===== src/rtl/ms_pkg.sv =====
// Shared types for the burst master: burst modes and controller states.
package ms_pkg;

  typedef enum logic [1:0] {
    MODE_INCR  = 2'd0,
    MODE_FIXED = 2'd1,
    MODE_WRAP  = 2'd2,
    MODE_RSVD  = 2'd3
  } mode_t;

  typedef enum logic [1:0] {
    IDLE = 2'd0,
    RUN  = 2'd1,
    DONE = 2'd2
  } state_t;

endpackage


===== src/rtl/ms_addr_gen.sv =====
// Combinational next-beat address for INCR, FIXED and WRAP bursts.
module ms_addr_gen
  import ms_pkg::*;
#(
  parameter int ADDR_W    = 8,
  parameter int STRIDE    = 1,
  parameter int WRAP_LOG2 = 2
) (
  input  logic [ADDR_W-1:0] addr,
  input  mode_t             mode,
  output logic [ADDR_W-1:0] next_addr
);

  localparam logic [ADDR_W-1:0] STEP     = ADDR_W'(STRIDE);
  localparam logic [ADDR_W-1:0] LOW_MASK = ADDR_W'((1 << WRAP_LOG2) - 1);

  logic [ADDR_W-1:0] incr;

  assign incr = addr + STEP;

  // WRAP keeps the region bits and takes only the low bits of the increment.
  always_comb begin
    unique case (mode)
      MODE_FIXED: next_addr = addr;
      MODE_WRAP:  next_addr = (addr & ~LOW_MASK) | (incr & LOW_MASK);
      default:    next_addr = incr;
    endcase
  end

endmodule


===== src/rtl/ms_master_gen.sv =====
// Burst master: issues len+1 address/data beats with valid/ready flow control
// and a one-cycle done pulse after the last accepted beat.
module ms_master_gen
  import ms_pkg::*;
#(
  parameter int ADDR_W    = 8,
  parameter int DATA_W    = 16,
  parameter int LEN_W     = 4,
  parameter int STRIDE    = 1,
  parameter int DATA_MULT = 4,
  parameter int WRAP_LOG2 = 2
) (
  input  logic              clk,
  input  logic              rst,
  input  logic              start,
  input  logic [1:0]        mode,
  input  logic [ADDR_W-1:0] base_addr,
  input  logic [LEN_W-1:0]  len,
  input  logic              sready,
  output logic              valid,
  output logic [ADDR_W-1:0] addr,
  output logic [DATA_W-1:0] data,
  output logic              busy,
  output logic              done
);

  state_t            state;
  mode_t             mode_q;
  logic [LEN_W-1:0]  len_q;
  logic [LEN_W:0]    beat_cnt;
  logic [ADDR_W-1:0] next_addr;
  logic              accept;
  logic              last_beat;

  function automatic logic [DATA_W-1:0] beat_data(input logic [ADDR_W-1:0] a);
    beat_data = DATA_W'(a) * DATA_W'(DATA_MULT);
  endfunction

  ms_addr_gen #(
    .ADDR_W    (ADDR_W),
    .STRIDE    (STRIDE),
    .WRAP_LOG2 (WRAP_LOG2)
  ) u_addr_gen (
    .addr      (addr),
    .mode      (mode_q),
    .next_addr (next_addr)
  );

  assign accept    = valid && sready;
  assign last_beat = (beat_cnt == {1'b0, len_q});

  always_ff @(posedge clk or posedge rst) begin
    if (rst) begin
      state    <= IDLE;
      mode_q   <= MODE_INCR;
      len_q    <= '0;
      beat_cnt <= '0;
      valid    <= 1'b0;
      addr     <= '0;
      data     <= '0;
      busy     <= 1'b0;
      done     <= 1'b0;
    end else begin
      unique case (state)
        IDLE: begin
          done <= 1'b0;
          if (start) begin
            mode_q   <= mode_t'(mode);
            len_q    <= len;
            beat_cnt <= '0;
            addr     <= base_addr;
            data     <= beat_data(base_addr);
            valid    <= 1'b1;
            busy     <= 1'b1;
            state    <= RUN;
          end
        end
        RUN: begin
          if (accept) begin
            if (last_beat) begin
              valid <= 1'b0;
              done  <= 1'b1;
              state <= DONE;
            end else begin
              beat_cnt <= beat_cnt + 1'b1;
              addr     <= next_addr;
              data     <= beat_data(next_addr);
            end
          end
        end
        DONE: begin
          done  <= 1'b0;
          busy  <= 1'b0;
          state <= IDLE;
        end
        default: state <= IDLE;
      endcase
    end
  end

endmodule


===== config.mk =====
export PLATFORM = sky130hd
export DESIGN_NAME = ms_master_gen
export DESIGN_NICKNAME = d
export VERILOG_FILES = /design/src/rtl/ms_pkg.sv /design/src/rtl/ms_addr_gen.sv /design/src/rtl/ms_master_gen.sv
export SDC_FILE = /design/constraint.sdc
export NUM_CORES = 1
export LEC_CHECK = 0
export CORE_ASPECT_RATIO = 0.7
export CORE_MARGIN = 3
export CORE_UTILIZATION = 46
export CTS_CLUSTER_SIZE = 24
export DETAILED_ROUTE_END_ITERATION = 7
export GPL_TIMING_DRIVEN = 1
export PLACE_DENSITY_LB_ADDON = 0.1
export SLEW_MARGIN = 10
export SYNTH_ARGS = -nofsm -noshare
export SYNTH_HDL_FRONTEND = slang
export SYNTH_SLANG_ARGS = --single-unit

===== constraint.sdc =====
create_clock -name clk -period 2.4 [get_ports clk]
set_input_delay 0.24 -clock clk [delete_from_list [all_inputs] [get_ports clk]]
set_output_delay 0.24 -clock clk [all_outputs]
set_load 0.02 [all_outputs]

Yosys cells after proc, flatten, opt, wreduce, memory -nomap -nowiden
Index checks and enable logic that the tools add are counted.

Latch bits: 0. RAM bits: 0. Bits in read-only memories: 0. Bits of input ports: 18. Output and inout bits: 27. Flip-flop bits (word level): 40. Logic and storage cells: 58. Memories kept: 0.

Muxes and demuxes: 25. $add $sub $neg: 2. Reduce and logical (&&, ||, !) cells: 12. Div/mod/pow operators: 0. $lt $le $gt $ge: 0. Equality and inequality tests: 9. Multiply operators: 0. Shifts and indexed selects: 0. Bitwise gates (word level): 1.

Operators with widths (number): 16-bit 2-to-1 mux (3); 16-bit one-hot mux with 2 select lines (1); 8-bit one-hot mux with 2 select lines (2); 8-bit 2-to-1 mux (3); 5-bit 2-to-1 mux (3); 5-bit one-hot mux with 2 select lines (1); 8-bit by 1-bit adder with 8-bit output (second input constant) (1); 2-bit != test (second input constant) (4); 8-bit by 2-bit bitwise OR with 8-bit output (1); 4-bit AND reduction (2); 2-bit 2-to-1 mux (3); 1-bit one-hot mux with 2 select lines (3); 3-bit AND reduction (2); 2-bit nonzero test (3); 5-bit by 1-bit adder with 5-bit output (second input constant) (1); 5-bit by 4-bit == test with 1-bit output (1); 1-bit 2-to-1 mux (5); 2-bit by 1-bit == test with 1-bit output (second input constant) (2); 2-bit == test (second input constant) (2); 2-bit one-hot mux with 2 select lines (1); 2-bit AND reduction (2); 2-bit zero test (1); 2-bit OR reduction (1); 1-bit logical AND (1).

Depth between registers and ports, before layout
Depth after elaboration: 6. Depth in mapped cells: 6. Gate-level depth less buffers: 5.

Modules after synthesis
From an unflattened synthesis, not the netlist that was laid out.

Cells, all modules: 144. Area, all modules: 1552.7 um^2.

By module, submodules not included: ms_master_gen (cells an instance 112, sequential area each 600.6 um^2, area an instance 1357.6 um^2, instances 1); ms_addr_gen (cells an instance 32, sequential area each 0.0 um^2, area an instance 195.2 um^2, instances 1).

Least setup slack after synthesis
Ideal clock, no wire load.

Kind: register to register. Start point: register state[1]. End point: register data[3]. Data required time: 2.275 ns. Buffers on the path: 1. Arrival: 1.618 ns. Stages on the path, launching flop included: 7. Slack: 0.657 ns. Period minus slack after synthesis: 1.743 ns. Library setup time: 0.125 ns. Path through: dfrtp_1 nand2b_1 buf_6 or3_4 nor2_8 nor2_4 mux2_4.

Cells in the longest elaborated chain, start to end: 3. Elaborated cells on any way between the ends: 8. Classes of those cells: 4 x eq/ne; 1 x mux; 3 x reduce/logical.

Ends and longest elaborated chain: start: declaration (RTL line ms_master_gen.sv:27) `state_t state;`; start signal: assignment (RTL line ms_master_gen.sv:54) `state <= IDLE;`; start signal: assignment (RTL line ms_master_gen.sv:75) `state <= RUN;`; start signal: assignment (RTL line ms_master_gen.sv:83) `state <= DONE;`; 2-bit by 1-bit == test with 1-bit output / 2-bit zero test (equally long branches) (RTL line ms_master_gen.sv:64) `unique case (state)`; 2-bit != test (no source line) / 2-bit nonzero test (equally long branches); 4-bit AND reduction (no source line); end signal: assignment (RTL line ms_master_gen.sv:72) `data <= beat_data(base_addr);`; end signal: assignment (RTL line ms_master_gen.sv:87) `data <= beat_data(next_addr);`; end: declaration (RTL line ms_master_gen.sv:22) `output logic [DATA_W-1:0] data,`.

Several ways; a longest one is shown, not always the timed one. A chain may end at the register's enable or synchronous reset.

Final worst setup path
Ends and elaborated chain as after synthesis.

==> results by group <==
Timing
  – Fin crit share: between 80 and 90%
  – Slew @ Worst Pin: approximately 750 ps
  – Fin Clk Skew: between 3 and 4 ps
  – Worst slew margin: around half
  – RSZ-0062 raised after global routing: false
  – Fin. max-slew vios: 0
  – Tmin final: roughly 2000 ps
  – Crit path setup slack, layout: ~410 ps
  – Final hold viol count: 0
  – Max Clock Freq: around 500 MHz
  – Fin Setup TNS: 0 ps
  – Final setup viols: 0

Clock network
  – H-tree depth: 1
  – CTS max path bufs: 2
  – CTS Root Cell: clkbuf_8
  – TritonCTS clock tree: done
  – # hold bufs at CTS: 0
  – Clk sinks: 24
  – Post-CTS Setup Inserts: 0
  – Post-CTS sizing: 0
  – Clk slew on worst S/H paths: 80 ps
  – Num CTS Buffers: 3
  – Clock latency reported for the late side of the worst-skew pair: 270 ps

Critical path
  – Worst setup path class: flip-flop to flip-flop
  – Startpoint Class: flip-flop
  – R2R Setup Slk: slightly above 400 ps
  – Critical Path RT: approximately 2600 ps
  – CP max FO: 9
  – CP endpoint kind: flip-flop
  – R2R Path End: data[3]
  – R2R depth: 4
  – Crit path DAT: about 2200 ps
  – Reg-to-Reg Start: state[1]

Synthesis
  – Top-area cell type share of the netlist area: 42.2%
  – Post-synthesis sequential area ratio: around 42%
  – Synth area leaders: dfrtp_1, buf_4, nand2_1, a2bb2oi_1, o21ai_0
  – Synth async-reset ratio: 100%
  – Post-synth EDFFs: 0
  – Most common cell in the synthesized netlist: nand2_1
  – Synth area leader: dfrtp_1
  – Seq cells post-synth: 24
  – Netlist Area Pre-Place: approximately 1400 sq um
  – Commonest cells post-synth: nand2_1, dfrtp_1, buf_4
  – Netlist cell types: 35
  – Synth Flop Type: dfrtp_1
  – Ys Warns: 0
  – Synthesized area per cell: roughly 8.9 sq um
  – Synthesized instance count: 160

Min path
  – Worst Hold Class: input pin to async pin

Route
  – DRC Markers: 0
  – DRT Pass-1 Iters: 6
  – Iteration-0 DRC Markers: between 100 and 150
  – Vias per Instance: 5.41
  – Routed WL: approximately 3200 um
  – DR vias: ~1,200
  – DR WL/cell: approximately 14 um
  – DRT antenna net count: 0

Floorplanning
  – DIE AREA: 3810 sq um
  – Initial Util: approximately 49%
  – Number of top-level pins: 45
  – CORE AREA: 2880 sq um
  – Die X: 72.5 um
  – Row count: 16
  – Die Y-Extent: 52.5 um

Placement
  – Pre-CTS setup slack: roughly 280 ps
  – Input/output buffers: 36
  – Gp weighted congestion: 0.819
  – Half-perimeter wire length after placement: ~2400 um
  – Placed cell areas: between 1500 and 2000 sq um

Final layout
  – Diode count: 0
  – Fin util: roughly 60%
  – Share of layout cells above drive strength 1: under 10%
  – Layout area overhead: 25.2%
  – Final non-filler cell area: approximately 1800 sq um
  – Fillers: roughly 240
  – Nets: 210

Global route
  – Largest net degree at the start of global routing: 25
  – Vias in the first global route: around 1,100
  – GRT Total Usage: between 10% and 20%
  – Antenna violations before repair: 0
  – Global-route wire length before repair: around 5400 um
  – GRT overflow: 0

Outcome
  – Status: finished, final reports clean

Flow run
  – Max Cap Viol: 0

Power
  – Leak Pwr: just under 0.0008 uW
  – IR drop worst, VDD: roughly 620 uV
  – Pwr/cell area: about 1400 nW/um^2
==> cell families (layout without fill, tap and decap cells) <==
family | count (synthesis) | count (layout) | synth area share [%]
AOI/OAI and AO/OA | 33 | 33 | 15.1
and+or+nand+nor | 71 | 71 | 26.0
muxes | 1 | 1 | 1.06
buffers and inverters | 24 | 46 | 11.1
other | 1 | 8 | 0.264
xor gates and xnor gates | 4 | 4 | 2.46
adders and majority gates | 2 | 2 | 1.76
DFF | 24 | 24 | 42.2
==> layer usage <==
| layer | vias up | global-route usage (%) | share of wire (%) |
|---|---|---|---|
| met2 | 44 | 27.2 | 43 |
| met5 | - | 0 | 0 |
| li1 | 590 | - | - |
| met3 | 5 | 4.60 | 7.2 |
| met4 | 0 | 5.52 | 0.87 |
| met1 | 579 | 27.0 | 49 |
==> cell usage in the layout (no fill, tap or decap), types with 2 or more instances in the layout <==
cell	n
a211oi_1	3
o22ai_1	2
or3_1	4
clkbuf_8	4
nor4b_1	2
a21oi_1	6
ha_1	2
nor2_1	4
nand2b_1	4
xnor2_1	3
nand3_1	6
nor2b_1	3
o21ai_0	9
nand2_1	31
conb_1	8
a2bb2oi_1	7
or2_2	2
buf_4	2
nand4_1	5
dfrtp_1	24
inv_1	4
nor3_1	6
clkdlybuf4s50_1	36
==> how the worst max path moves through the flow <==
stage / to / slack, ps / startpoint
after floorplan: data[3] / 660 / state[1]
after global placement: data[3] / 350 / sready
after detailed placement: data[3] / 280 / sready
after CTS: data[3] / 420 / state[1]
after global routing: data[3] / 310 / state[1]
final: data[3] / 410 / state[1]
==> through the flow <==
stage	hold WS (ps)	total power (uW)	std cells
final	313	2510	225
after global routing	361	2710	225
after CTS	317	2530	225
after detailed placement	496	2250	221
after global placement	479	2210	221
after floorplan	255	1840	167
==> flip-flops by register name, summed over array words and instances, names as in the netlist <==
name,count
data,8
done,1
valid,1
busy,1
beat_cnt,5
len_q,4
mode_q,2
state,2
==> power by group <==
part           internal [uW]  switching (uW)
clock network            146             124
logic                    663             800
registers                572             207
total                   1380            1130
==> final cells by class <==
type	instances	area [sq um]	area share (%)
Clock buffer	4	55.1	3.09
Tap cell	36	45.0	2.53
Timing Repair Buffer	38	375	21.1
Multi-Input combinational cell	119	691	38.8
Inverter	4	15.0	0.843
Sequential cell	24	601	33.7
==> worst max-delay path: stages, from the launching register on <==
cell and delay [ps]:
dfrtp_1 430, nand2b_1 320, o21ai_1 660, nor2_4 140, mux2_4 330
Power figures use the tool's default switching activity.
